$ cat src/rtl/block_lock_pkg.sv
// Shared types and helpers for the 10GBASE-R block-lock controller.
package block_lock_pkg;

  typedef enum logic [1:0] {
    S_INIT = 2'd0,
    S_TEST = 2'd1,
    S_SLIP = 2'd2,
    S_WAIT = 2'd3
  } state_t;

  localparam logic [1:0] SH_DATA = 2'b01;
  localparam logic [1:0] SH_CTRL = 2'b10;

  function automatic logic sh_valid(input logic [1:0] sh);
    return (sh == SH_DATA) || (sh == SH_CTRL);
  endfunction

endpackage

$ cat src/rtl/ber_monitor.sv
// High bit-error-rate monitor: counts invalid sync headers per fixed cycle window.
module ber_monitor #(
  parameter int BER_WINDOW      = 39063,
  parameter int BER_INVALID_MAX = 16
) (
  input  logic clk_i,
  input  logic rst_i,
  input  logic inv_hdr_i,
  output logic hi_ber_o
);

  localparam int TMR_W = $clog2(BER_WINDOW);
  localparam int BER_W = $clog2(BER_INVALID_MAX + 1);
  localparam logic [TMR_W-1:0] TMR_LAST = TMR_W'(BER_WINDOW - 1);
  localparam logic [BER_W-1:0] BER_FULL = BER_W'(BER_INVALID_MAX);

  logic [TMR_W-1:0] r_timer;
  logic [BER_W-1:0] r_ber_cnt;
  logic             r_hi_ber;
  logic             w_expire;

  assign w_expire = (r_timer == TMR_LAST);
  assign hi_ber_o = r_hi_ber;

  always_ff @(posedge clk_i) begin
    if (rst_i) begin
      r_timer   <= '0;
      r_ber_cnt <= '0;
      r_hi_ber  <= 1'b0;
    end else begin
      r_timer <= w_expire ? '0 : r_timer + 1'b1;
      if (r_ber_cnt == BER_FULL) begin
        r_hi_ber <= 1'b1;
      end else if (w_expire) begin
        r_hi_ber <= 1'b0;
      end
      // an invalid header on the expiry cycle belongs to the new window
      if (w_expire) begin
        r_ber_cnt <= {{(BER_W-1){1'b0}}, inv_hdr_i};
      end else if (inv_hdr_i && (r_ber_cnt != BER_FULL)) begin
        r_ber_cnt <= r_ber_cnt + 1'b1;
      end
    end
  end

endmodule

$ cat src/rtl/block_lock_ctrl.sv
// 10GBASE-R rx block-lock FSM with bit-slip request and descrambler valid gating.
// Optional hi-BER monitor enabled by defining BLOCK_LOCK_HI_BER_EN.
module block_lock_ctrl
  import block_lock_pkg::*;
#(
  parameter int SH_CNT_MAX      = 64,
  parameter int SH_INVALID_MAX  = 16,
  parameter int SLIP_WAIT       = 32,
  parameter int BER_WINDOW      = 39063,
  parameter int BER_INVALID_MAX = 16
) (
  input  logic       clk_i,
  input  logic       rst_i,
  input  logic [1:0] header_i,
  input  logic       header_vld_i,
  output logic       slip_o,
  output logic       block_lock_o,
  output logic       data_vld_o,
  output logic       hi_ber_o,
  output logic [7:0] lock_loss_cnt_o
);

  localparam int SH_W   = $clog2(SH_CNT_MAX + 1);
  localparam int INV_W  = $clog2(SH_INVALID_MAX + 1);
  localparam int WAIT_W = $clog2(SLIP_WAIT + 1);
  localparam logic [SH_W-1:0]   SH_LAST   = SH_W'(SH_CNT_MAX - 1);
  localparam logic [INV_W-1:0]  INV_LAST  = INV_W'(SH_INVALID_MAX - 1);
  localparam logic [WAIT_W-1:0] WAIT_LAST = WAIT_W'(SLIP_WAIT - 1);

  state_t            r_state;
  logic [SH_W-1:0]   r_sh_cnt;
  logic [INV_W-1:0]  r_inv_cnt;
  logic [WAIT_W-1:0] r_wait_cnt;
  logic              r_slip;
  logic              r_block_lock;
  logic [7:0]        r_lock_loss_cnt;
  logic              w_hdr_ok;
  logic              w_inv_hdr;

  assign w_hdr_ok        = sh_valid(header_i);
  assign w_inv_hdr       = header_vld_i & ~w_hdr_ok;
  assign slip_o          = r_slip;
  assign block_lock_o    = r_block_lock;
  assign lock_loss_cnt_o = r_lock_loss_cnt;
  assign data_vld_o      = header_vld_i & r_block_lock;

  always_ff @(posedge clk_i) begin
    if (rst_i) begin
      r_state         <= S_INIT;
      r_sh_cnt        <= '0;
      r_inv_cnt       <= '0;
      r_wait_cnt      <= '0;
      r_slip          <= 1'b0;
      r_block_lock    <= 1'b0;
      r_lock_loss_cnt <= '0;
    end else begin
      r_slip <= 1'b0;
      case (r_state)
        S_INIT: begin
          r_sh_cnt     <= '0;
          r_inv_cnt    <= '0;
          r_wait_cnt   <= '0;
          r_block_lock <= 1'b0;
          r_state      <= S_TEST;
        end
        S_TEST: begin
          if (header_vld_i) begin
            if (!r_block_lock) begin
              if (!w_hdr_ok) begin
                r_sh_cnt <= '0;
                r_state  <= S_SLIP;
              end else if (r_sh_cnt == SH_LAST) begin
                r_block_lock <= 1'b1;
                r_sh_cnt     <= '0;
                r_inv_cnt    <= '0;
              end else begin
                r_sh_cnt <= r_sh_cnt + 1'b1;
              end
            end else if (!w_hdr_ok && (r_inv_cnt == INV_LAST)) begin
              // loss of lock takes priority over a window rollover on the same header
              r_block_lock <= 1'b0;
              r_sh_cnt     <= '0;
              r_inv_cnt    <= '0;
              r_state      <= S_SLIP;
              if (r_lock_loss_cnt != 8'hFF) begin
                r_lock_loss_cnt <= r_lock_loss_cnt + 8'd1;
              end
            end else if (r_sh_cnt == SH_LAST) begin
              r_sh_cnt  <= '0;
              r_inv_cnt <= '0;
            end else begin
              r_sh_cnt <= r_sh_cnt + 1'b1;
              if (!w_hdr_ok) begin
                r_inv_cnt <= r_inv_cnt + 1'b1;
              end
            end
          end
        end
        S_SLIP: begin
          r_slip     <= 1'b1;
          r_wait_cnt <= '0;
          r_state    <= S_WAIT;
        end
        S_WAIT: begin
          if (header_vld_i) begin
            if (r_wait_cnt == WAIT_LAST) begin
              r_wait_cnt <= '0;
              r_state    <= S_INIT;
            end else begin
              r_wait_cnt <= r_wait_cnt + 1'b1;
            end
          end
        end
        default: r_state <= S_INIT;
      endcase
    end
  end

`ifdef BLOCK_LOCK_HI_BER_EN
  ber_monitor #(
    .BER_WINDOW      (BER_WINDOW),
    .BER_INVALID_MAX (BER_INVALID_MAX)
  ) u_ber_monitor (
    .clk_i     (clk_i),
    .rst_i     (rst_i),
    .inv_hdr_i (w_inv_hdr),
    .hi_ber_o  (hi_ber_o)
  );
`else
  logic w_unused_ber;
  assign w_unused_ber = ^{BER_WINDOW, BER_INVALID_MAX, w_inv_hdr};
  assign hi_ber_o     = 1'b0;
`endif

endmodule

$ cat config.mk
export PLATFORM = sky130hd
export DESIGN_NAME = block_lock_ctrl
export DESIGN_NICKNAME = d
export VERILOG_FILES = /design/src/rtl/block_lock_pkg.sv /design/src/rtl/ber_monitor.sv /design/src/rtl/block_lock_ctrl.sv
export SDC_FILE = /design/constraint.sdc
export NUM_CORES = 1
export LEC_CHECK = 0
export CAP_MARGIN = 20
export CORE_ASPECT_RATIO = 2
export CORE_UTILIZATION = 38
export CTS_BUF_LIST = sky130_fd_sc_hd__clkbuf_8
export DETAILED_ROUTE_END_ITERATION = 10
export PLACE_DENSITY = 0.56
export SLEW_MARGIN = 25
export SYNTH_ARGS = -nofsm -noshare
export SYNTH_HDL_FRONTEND = slang
export SYNTH_HIERARCHICAL = 1
export SYNTH_SLANG_ARGS = --single-unit
$ cat constraint.sdc
create_clock -name clk_i -period 2.77 [get_ports clk_i]
set_input_delay 0.831 -clock clk_i [delete_from_list [all_inputs] [get_ports clk_i]]
set_output_delay 0.831 -clock clk_i [all_outputs]
set_load 0.1 [all_outputs]
==> results.md, run 1 <==
| Step | Metric | Reported |
|---|---|---|
| critical path | Kind of cell adding the most delay to the critical path | buffers and inverters |
| synth | Mapped Area | 1630 µm² |
| timing | Setup skew after layout | 9.46 ps |
| detailed routing | Post-route ant nets | 0 |
| synth | Number of flops mapped to enable cells by yosys | 0 |
| placed design | Routability congestion estimate from global placement | 0.828 |
| cts | Hold-fix buffers at CTS | 0 |
| detailed routing | DRC violation count after routing | 0 |
| cts | Sink Count | 30 |
| critical path | Largest stage delay on the critical path | 550 ps |
| min path | Worst Hold Endpoint | r_inv_cnt[4] |
| synth | Synthesized netlist net count | 204 |
| die | Vert. Die Dim | 94.7 µm |
| cts | Clock slew at the register clock pins of the worst setup and hold paths | 60 ps |
| detailed routing | Mean number of vias per cell | 5.64 |
| grt | Largest net degree at the start of global routing | 26 |
| detailed routing | Average detailed-routed wire length per instance | 14.1 µm |
| critical path | Crit Reg-Reg Startpoint | r_inv_cnt[0] |
| min path | Kind of path behind the tightest hold check | flip-flop to flip-flop |
| power | Pwr per Cell Area | 682 nW/µm² |
| cts | Number of clock buffers inserted by TritonCTS | 5 |
| critical path | Endpoint of the worst-slack reg-to-reg timing path | r_sh_cnt[4] |
| detailed routing | Vias after detailed routing | 1471 |
| synth | Synth top cells by count | sky130_fd_sc_hd__dfxtp_1 (30), sky130_fd_sc_hd__nand2_1 (14), sky130_fd_sc_hd__a21oi_1 (12), sky130_fd_sc_hd__inv_1 (11), sky130_fd_sc_hd__nand3_1 (11) |
| grt | All-layer global routing usage | 0.178 |
| detailed routing | WL met1 | 1470 µm |
| cts | Clock tree root buffer cell | sky130_fd_sc_hd__clkbuf_8 |
| cts | Number of buffers between clock root and the deepest sink | 2 |
| synth | Post-synth top area share | 0.368 |
| synth | Leading area contributor after synthesis | sky130_fd_sc_hd__dfxtp_1 |
| synth | Primary FF master, synth | sky130_fd_sc_hd__dfxtp_1 |
| timing | Shortest period the worst path allows | 2590 ps |
| grt | Total congestion overflow after global routing | 0 |
| grt | Number of global-route vias before repair | 1421 |
| timing | Fin. Hold Viols | 0 |
| cts | Post-CTS resize count | 0 |
| synth | Largest cells by area after synthesis | sky130_fd_sc_hd__dfxtp_1 (37%), sky130_fd_sc_hd__ha_1 (7.7%), sky130_fd_sc_hd__a21oi_1 (3.7%) |
| synth | Number of register bits inferred by synthesis | 30 |
| synth | Most frequently used cell type in the post-synthesis netlist | sky130_fd_sc_hd__dfxtp_1 |
| placed design | Buffers added on ports | 15 |
| critical path | Buf+Inv Stages, Crit Path | 2 |
| flow run | Number of max-cap violations | 0 |
| synth | Register area share after synthesis | 0.368 |
| timing | Number of max-slew violations in the final report | 0 |
| critical path | Critical Path Fanout Max | 4 |
| critical path | Cell-by-cell listing of the critical path | clkdlybuf4s50_1 > and2_2 > buf_12 |
| synth | Number of different library cells in the post-synthesis netlist | 53 |
| timing | Worst slew pin tran | 635 ps |
| cts | Number of buffers added for setup after CTS | 0 |
| timing | Max-slew headroom at the worst pin | 0.573 |
| synth | Post-synthesis instance total | 189 |
| min path | HP Start | r_inv_cnt[4] |
| die | Rows | 33 |
| timing | Maximum clock rate | 0.386 GHz |
| detailed routing | WL final | 3690 µm |
| timing | Accumulated negative setup slack | 0 ps |
| critical path | Count of cells along the worst register-to-register path | 7 |
| final layout | Nets@finish | 223 |
| critical path | Kind of start point of the critical path | input pin |
| critical path | Crit path kind | input pin to output pin |
| critical path | Worst-path cell with the longest stage delay | sky130_fd_sc_hd__clkdlybuf4s50_1 |
| detailed routing | Violation count after the first detailed-route iteration | 25 |
| synth | Mean instance size in the synthesized netlist | 8.64 µm² |
| detailed routing | Wire length on met2 | 2050 µm |
| cts | Clock latency of the later-clocked register in the worst-skew pair | 280 ps |
| power | Leakage component of the power | 0.744 nW |
| final layout | Antenna diode instance count | 0 |
| die | Die Width | 48.4 µm |
| timing | Setup repair after global routing missed its margin | false |
| detailed routing | Top sig layer | met4 |
| die | Core region area | 4090 µm² |
| die | Num ports | 17 |
| placed design | Final HPWL from detailed placement | 2770 µm |
| min path | Number of stages on the worst hold path | 2 |
| grt | Global-route wire length before repair | 6340 µm |
| final layout | Synth-to-layout area growth | 20.7% |
| synth | Ys async rst share | 0 |
| power | Sum of internal, switching and leakage power | 1.34 mW |
| timing | Final clock period utilization by the worst path | 0.934 |
| timing | # setup viols final | 0 |
| critical path | Critical path required time | 1940 ps |
| power | IR drop worst, VDD | 0.334 mV |
| detailed routing | Met3 WL | 91 µm |
| critical path | Data arrival, critical path | 1760 ps |
| run status | Run status | finished clean |
| critical path | Setup slack of the worst register-to-register path | 690 ps |
| detailed routing | DR pass1 iterations | 4 |
| cts | H-tree Lvls | 2 |
| final layout | Fraction of final layout cells with drive strength greater than 1 | 0.139 |
| die | Floorplan die area | 4580 µm² |
| grt | Number of antenna violations at the first check in global routing | 0 |
| synth | Count of yosys warnings during synthesis | 6 |
| cts | TritonCTS clock tree | done |
| die | Starting density of the core | 0.399 |
| critical path | Critical path endpoint category | output pin |
## worst register-to-register path, cell delays in order, from the launching register on
cell and delay [ps]:
sky130_fd_sc_hd__dfxtp_1 330, sky130_fd_sc_hd__ha_1 240, sky130_fd_sc_hd__and3_1 210, sky130_fd_sc_hd__ha_1 230, sky130_fd_sc_hd__nor2b_1 240, sky130_fd_sc_hd__o21a_1 340, sky130_fd_sc_hd__a41oi_1 160, sky130_fd_sc_hd__a311oi_1 260
## where the power goes
group / switching, mW / leakage (nW) / internal [mW]
logic: 0.209 / 0.430 / 0.108
clock network: 0.170 / 0.0714 / 0.384
registers: 0.0203 / 0.242 / 0.453
## routing by layer
| layer | up-vias | track usage |
|---|---|---|
| met5 | - | 0 |
| met1 | 699 | 0.182 |
| li1 | 732 | - |
| met3 | 7 | 0.0403 |
| met2 | 33 | 0.336 |
| met4 | 0 | 0.0858 |
## worst max path at each step
stage	start	end	slack, ps	cells past startpoint
6_report	header_vld_i	data_vld_o	180	3
3_3_place_gp	header_vld_i	data_vld_o	200	3
4_1_cts	header_vld_i	data_vld_o	190	3
3_5_place_dp	header_i[1]	lock_loss_cnt_o[5]	150	5
5_1_grt	header_vld_i	data_vld_o	160	3
2_1_floorplan	block_lock_o	data_vld_o	290	1
## cell families after synthesis
logic type,after synthesis,share of synthesized area
and+or+nand+nor,73,0.247
xor gates and xnor gates,6,0.0322
muxes,3,0.0199
adders and majority gates,10,0.0766
AOI/OAI and AO/OA,48,0.208
buffers and inverters,18,0.0467
other,1,0.00230
DFF,30,0.368
## layout make-up
type	count	area, µm²
flip-flops and latches	30	601
well taps	52	65.1
fillers	407	2120
repair buffers	19	165
inverters	11	41.3
clock inverters	2	60.1
clock buffers	6	82.6
multi-input cells	141	956
## layout by cell type, fill, tap and decap left out, types with 2 or more instances in the layout
cell type,instances
sky130_fd_sc_hd__nand3b_1,2
sky130_fd_sc_hd__o41ai_1,3
sky130_fd_sc_hd__bufinv_16,2
sky130_fd_sc_hd__nor4_1,3
sky130_fd_sc_hd__clkbuf_8,6
sky130_fd_sc_hd__a311oi_1,3
sky130_fd_sc_hd__clkdlybuf4s50_1,4
sky130_fd_sc_hd__or3_1,2
sky130_fd_sc_hd__o311ai_0,3
sky130_fd_sc_hd__inv_1,11
sky130_fd_sc_hd__xor2_1,4
sky130_fd_sc_hd__and2_1,3
sky130_fd_sc_hd__nor2b_1,6
sky130_fd_sc_hd__o31ai_1,2
sky130_fd_sc_hd__o21a_1,2
sky130_fd_sc_hd__nand2b_1,2
sky130_fd_sc_hd__nand4_1,3
sky130_fd_sc_hd__a21oi_1,12
sky130_fd_sc_hd__nand3_1,11
sky130_fd_sc_hd__o22ai_1,3
sky130_fd_sc_hd__o21ai_0,6
sky130_fd_sc_hd__dfxtp_1,30
sky130_fd_sc_hd__ha_1,10
sky130_fd_sc_hd__nor4b_1,2
sky130_fd_sc_hd__and3_1,2
sky130_fd_sc_hd__nand2_1,14
sky130_fd_sc_hd__nand4b_1,2
sky130_fd_sc_hd__xnor2_1,2
sky130_fd_sc_hd__buf_4,14
sky130_fd_sc_hd__o211ai_1,2
sky130_fd_sc_hd__mux2_1,2
sky130_fd_sc_hd__nor2_1,10
sky130_fd_sc_hd__nor3_1,5
## through the flow
step / utilization / setup slack [ps] / cell area, µm² / std cells / hold slack [ps]
2_1_floorplan: - / 295 / 1630 / 189 / 443
3_3_place_gp: 0.447 / 197 / 1830 / 253 / 463
3_5_place_dp: 0.447 / 149 / 1830 / 253 / 464
4_1_cts: 0.482 / 188 / 1970 / 261 / 483
5_1_grt: 0.482 / 162 / 1970 / 261 / 502
6_report: 0.482 / 182 / 1970 / 261 / 483
## sequential cells by signal (all words and copies together) (netlist names)
name and flops:
r_wait_cnt 6, block_lock_o 1, r_sh_cnt 7, r_inv_cnt 5
r_state 2, lock_loss_cnt_o 8, slip_o 1
(Power assumes the default switching activity.)
==> inputs of run 2 (changes only) <==
--- a/config.mk
+++ b/config.mk
@@ -9,8 +9,8 @@
 export CORE_ASPECT_RATIO = 2
 export CORE_UTILIZATION = 38
 export CTS_BUF_LIST = sky130_fd_sc_hd__clkbuf_8
+export CTS_CLUSTER_SIZE = 8
 export DETAILED_ROUTE_END_ITERATION = 10
-export PLACE_DENSITY = 0.56
 export SLEW_MARGIN = 25
 export SYNTH_ARGS = -nofsm -noshare
 export SYNTH_HDL_FRONTEND = slang
==> run 2 against run 1 <==
Count of clock-buffer cells in the layout is the same. Wire length is essentially flat. Worst hold slack improved by 2.9 ps. Worst setup slack gained 13 ps. Sequential cell count unchanged. Register-to-register slack improved by 50 ps. Via count decreased by 0.34%. Global-route usage is 0.13 points higher. Sequential power about the same. Largest cell class unchanged. Maximum frequency grew 0.50%. Sequential share of layout area rose by 0.81 points. Non-clock buffer count did not move.
==> results.md, run 2 (same netlist as run 1, synthesis figures left out) <==
| Step | Metric | Reported |
|---|---|---|
| timing | Number of max-slew violations in the final report | 0 |
| cts | Hold-fix buffers at CTS | 0 |
| die | Floorplan die area | 4580 µm² |
| power | Sum of internal, switching and leakage power | 1.15 mW |
| critical path | Critical Path Fanout Max | 4 |
| critical path | Critical path required time | 1940 ps |
| grt | Number of global-route vias before repair | 1493 |
| placed design | Buffers added on ports | 15 |
| detailed routing | Violation count after the first detailed-route iteration | 36 |
| power | Leakage component of the power | 0.725 nW |
| detailed routing | Wire length on met2 | 2070 µm |
| final layout | Antenna diode instance count | 0 |
| detailed routing | Average detailed-routed wire length per instance | 14.1 µm |
| critical path | Critical path endpoint category | output pin |
| critical path | Kind of start point of the critical path | input pin |
| grt | All-layer global routing usage | 0.179 |
| detailed routing | DR pass1 iterations | 4 |
| final layout | Most common library cell in the layout ignoring fill and taps | sky130_fd_sc_hd__dfxtp_1 |
| die | Starting density of the core | 0.399 |
| cts | H-tree Lvls | 2 |
| cts | Sink Count | 30 |
| timing | Maximum clock rate | 0.388 GHz |
| cts | Clock latency of the later-clocked register in the worst-skew pair | 280 ps |
| placed design | Routability congestion estimate from global placement | 0.841 |
| die | Num ports | 17 |
| cts | Post-CTS resize count | 0 |
| timing | Setup skew after layout | 6.05 ps |
| final layout | Synth-to-layout area growth | 17.5% |
| timing | Fin. Hold Viols | 0 |
| critical path | Setup slack of the worst register-to-register path | 740 ps |
| final layout | Leading cell types in the layout, fill and taps excluded | sky130_fd_sc_hd__dfxtp_1 (30), sky130_fd_sc_hd__nand2_1 (14), sky130_fd_sc_hd__buf_4 (14) |
| power | IR drop worst, VDD | 0.349 mV |
| detailed routing | Top sig layer | met4 |
| detailed routing | DRC violation count after routing | 0 |
| grt | Global-route wire length before repair | 6400 µm |
| detailed routing | WL final | 3680 µm |
| placed design | Dpl cell area | 1830 µm² |
| timing | Final worst slack | 195 ps |
| detailed routing | Mean number of vias per cell | 5.62 |
| grt | Number of antenna violations at the first check in global routing | 0 |
| cts | Clock slew at the register clock pins of the worst setup and hold paths | 60 ps |
| timing | Max-slew headroom at the worst pin | 0.570 |
| die | Vert. Die Dim | 94.7 µm |
| timing | Accumulated negative setup slack | 0 ps |
| cts | Number of buffers added for setup after CTS | 0 |
| cts | Clock tree root buffer cell | sky130_fd_sc_hd__clkbuf_8 |
| cts | TritonCTS clock tree | done |
| placed design | Final HPWL from detailed placement | 2800 µm |
| die | Rows | 33 |
| final layout | Number of non-filler instances in the completed layout | 261 |
| grt | Largest net degree at the start of global routing | 26 |
| cts | Number of clock buffers inserted by TritonCTS | 5 |
| final layout | Fraction of final layout cells with drive strength greater than 1 | 0.134 |
| timing | Setup repair after global routing missed its margin | false |
| final layout | Area of all placed cells without fillers | 1920 µm² |
| run status | Run status | finished clean |
| placed design | Placed instance count | 253 |
| detailed routing | Post-route ant nets | 0 |
| final layout | Nets@finish | 223 |
| final layout | Number of flip-flops in the largest register | 8 |
| grt | Total congestion overflow after global routing | 0 |
| die | Die Width | 48.4 µm |
| critical path | Data arrival, critical path | 1740 ps |
| timing | # setup viols final | 0 |
| critical path | Crit path kind | input pin to output pin |
| timing | Final clock period utilization by the worst path | 0.930 |
| min path | Kind of path behind the tightest hold check | flip-flop to flip-flop |
| cts | Number of buffers between clock root and the deepest sink | 2 |
| placed design | Placement-stage worst setup slack | 141 ps |
| detailed routing | Vias after detailed routing | 1466 |
| detailed routing | WL met1 | 1410 µm |
| power | Pwr per Cell Area | 601 nW/µm² |
| die | Core region area | 4090 µm² |
| timing | Shortest period the worst path allows | 2580 ps |
| detailed routing | Met3 WL | 103 µm |
| timing | Worst slew pin tran | 639 ps |
| flow run | Number of max-cap violations | 0 |
[run 2: critical path, stage by stage]
cell,delay [ps]
sky130_fd_sc_hd__clkdlybuf4s50_1,540
sky130_fd_sc_hd__and2_2,200
sky130_fd_sc_hd__buf_12,170
[run 2: through the flow]
| step | util | hold WS (ps) |
|---|---|---|
| 2_1_floorplan | - | 443 |
| 3_3_place_gp | 0.447 | 465 |
| 3_5_place_dp | 0.447 | 470 |
| 4_1_cts | 0.470 | 487 |
| 5_1_grt | 0.470 | 506 |
| 6_report | 0.470 | 486 |
[run 2: metal layers]
layer / global-route usage / vias to the layer above
met5: 0 / -
met4: 0.100 / 0
met3: 0.0354 / 9
met2: 0.353 / 24
met1: 0.168 / 702
li1: - / 731
[run 2: power breakdown]
group / internal, mW / leakage [nW] / switching, mW / total [mW]
combinational: 0.109 / 0.430 / 0.210 / 0.319
sequential: 0.453 / 0.242 / 0.0216 / 0.475
clock: 0.196 / 0.0524 / 0.164 / 0.361
[run 2: area by class of cell]
class	count	area, µm²
tap	52	65.1
fill	415	2170
inverter	11	41.3
multi-input combinational	141	956
clock inverter	2	8.76
timing repair buffer	19	165
sequential	30	601
clock buffer	6	82.6
[run 2: path summary, 6_finish.rpt]
kind / from / end / cells after the start
hold reg to reg: r_sh_cnt[6] / r_sh_cnt[6] / 1
setup reg to reg: r_inv_cnt[0] / r_sh_cnt[4] / 7
hold / removal: r_sh_cnt[6] / r_sh_cnt[6] / 1
setup / recovery: header_vld_i / data_vld_o / 3
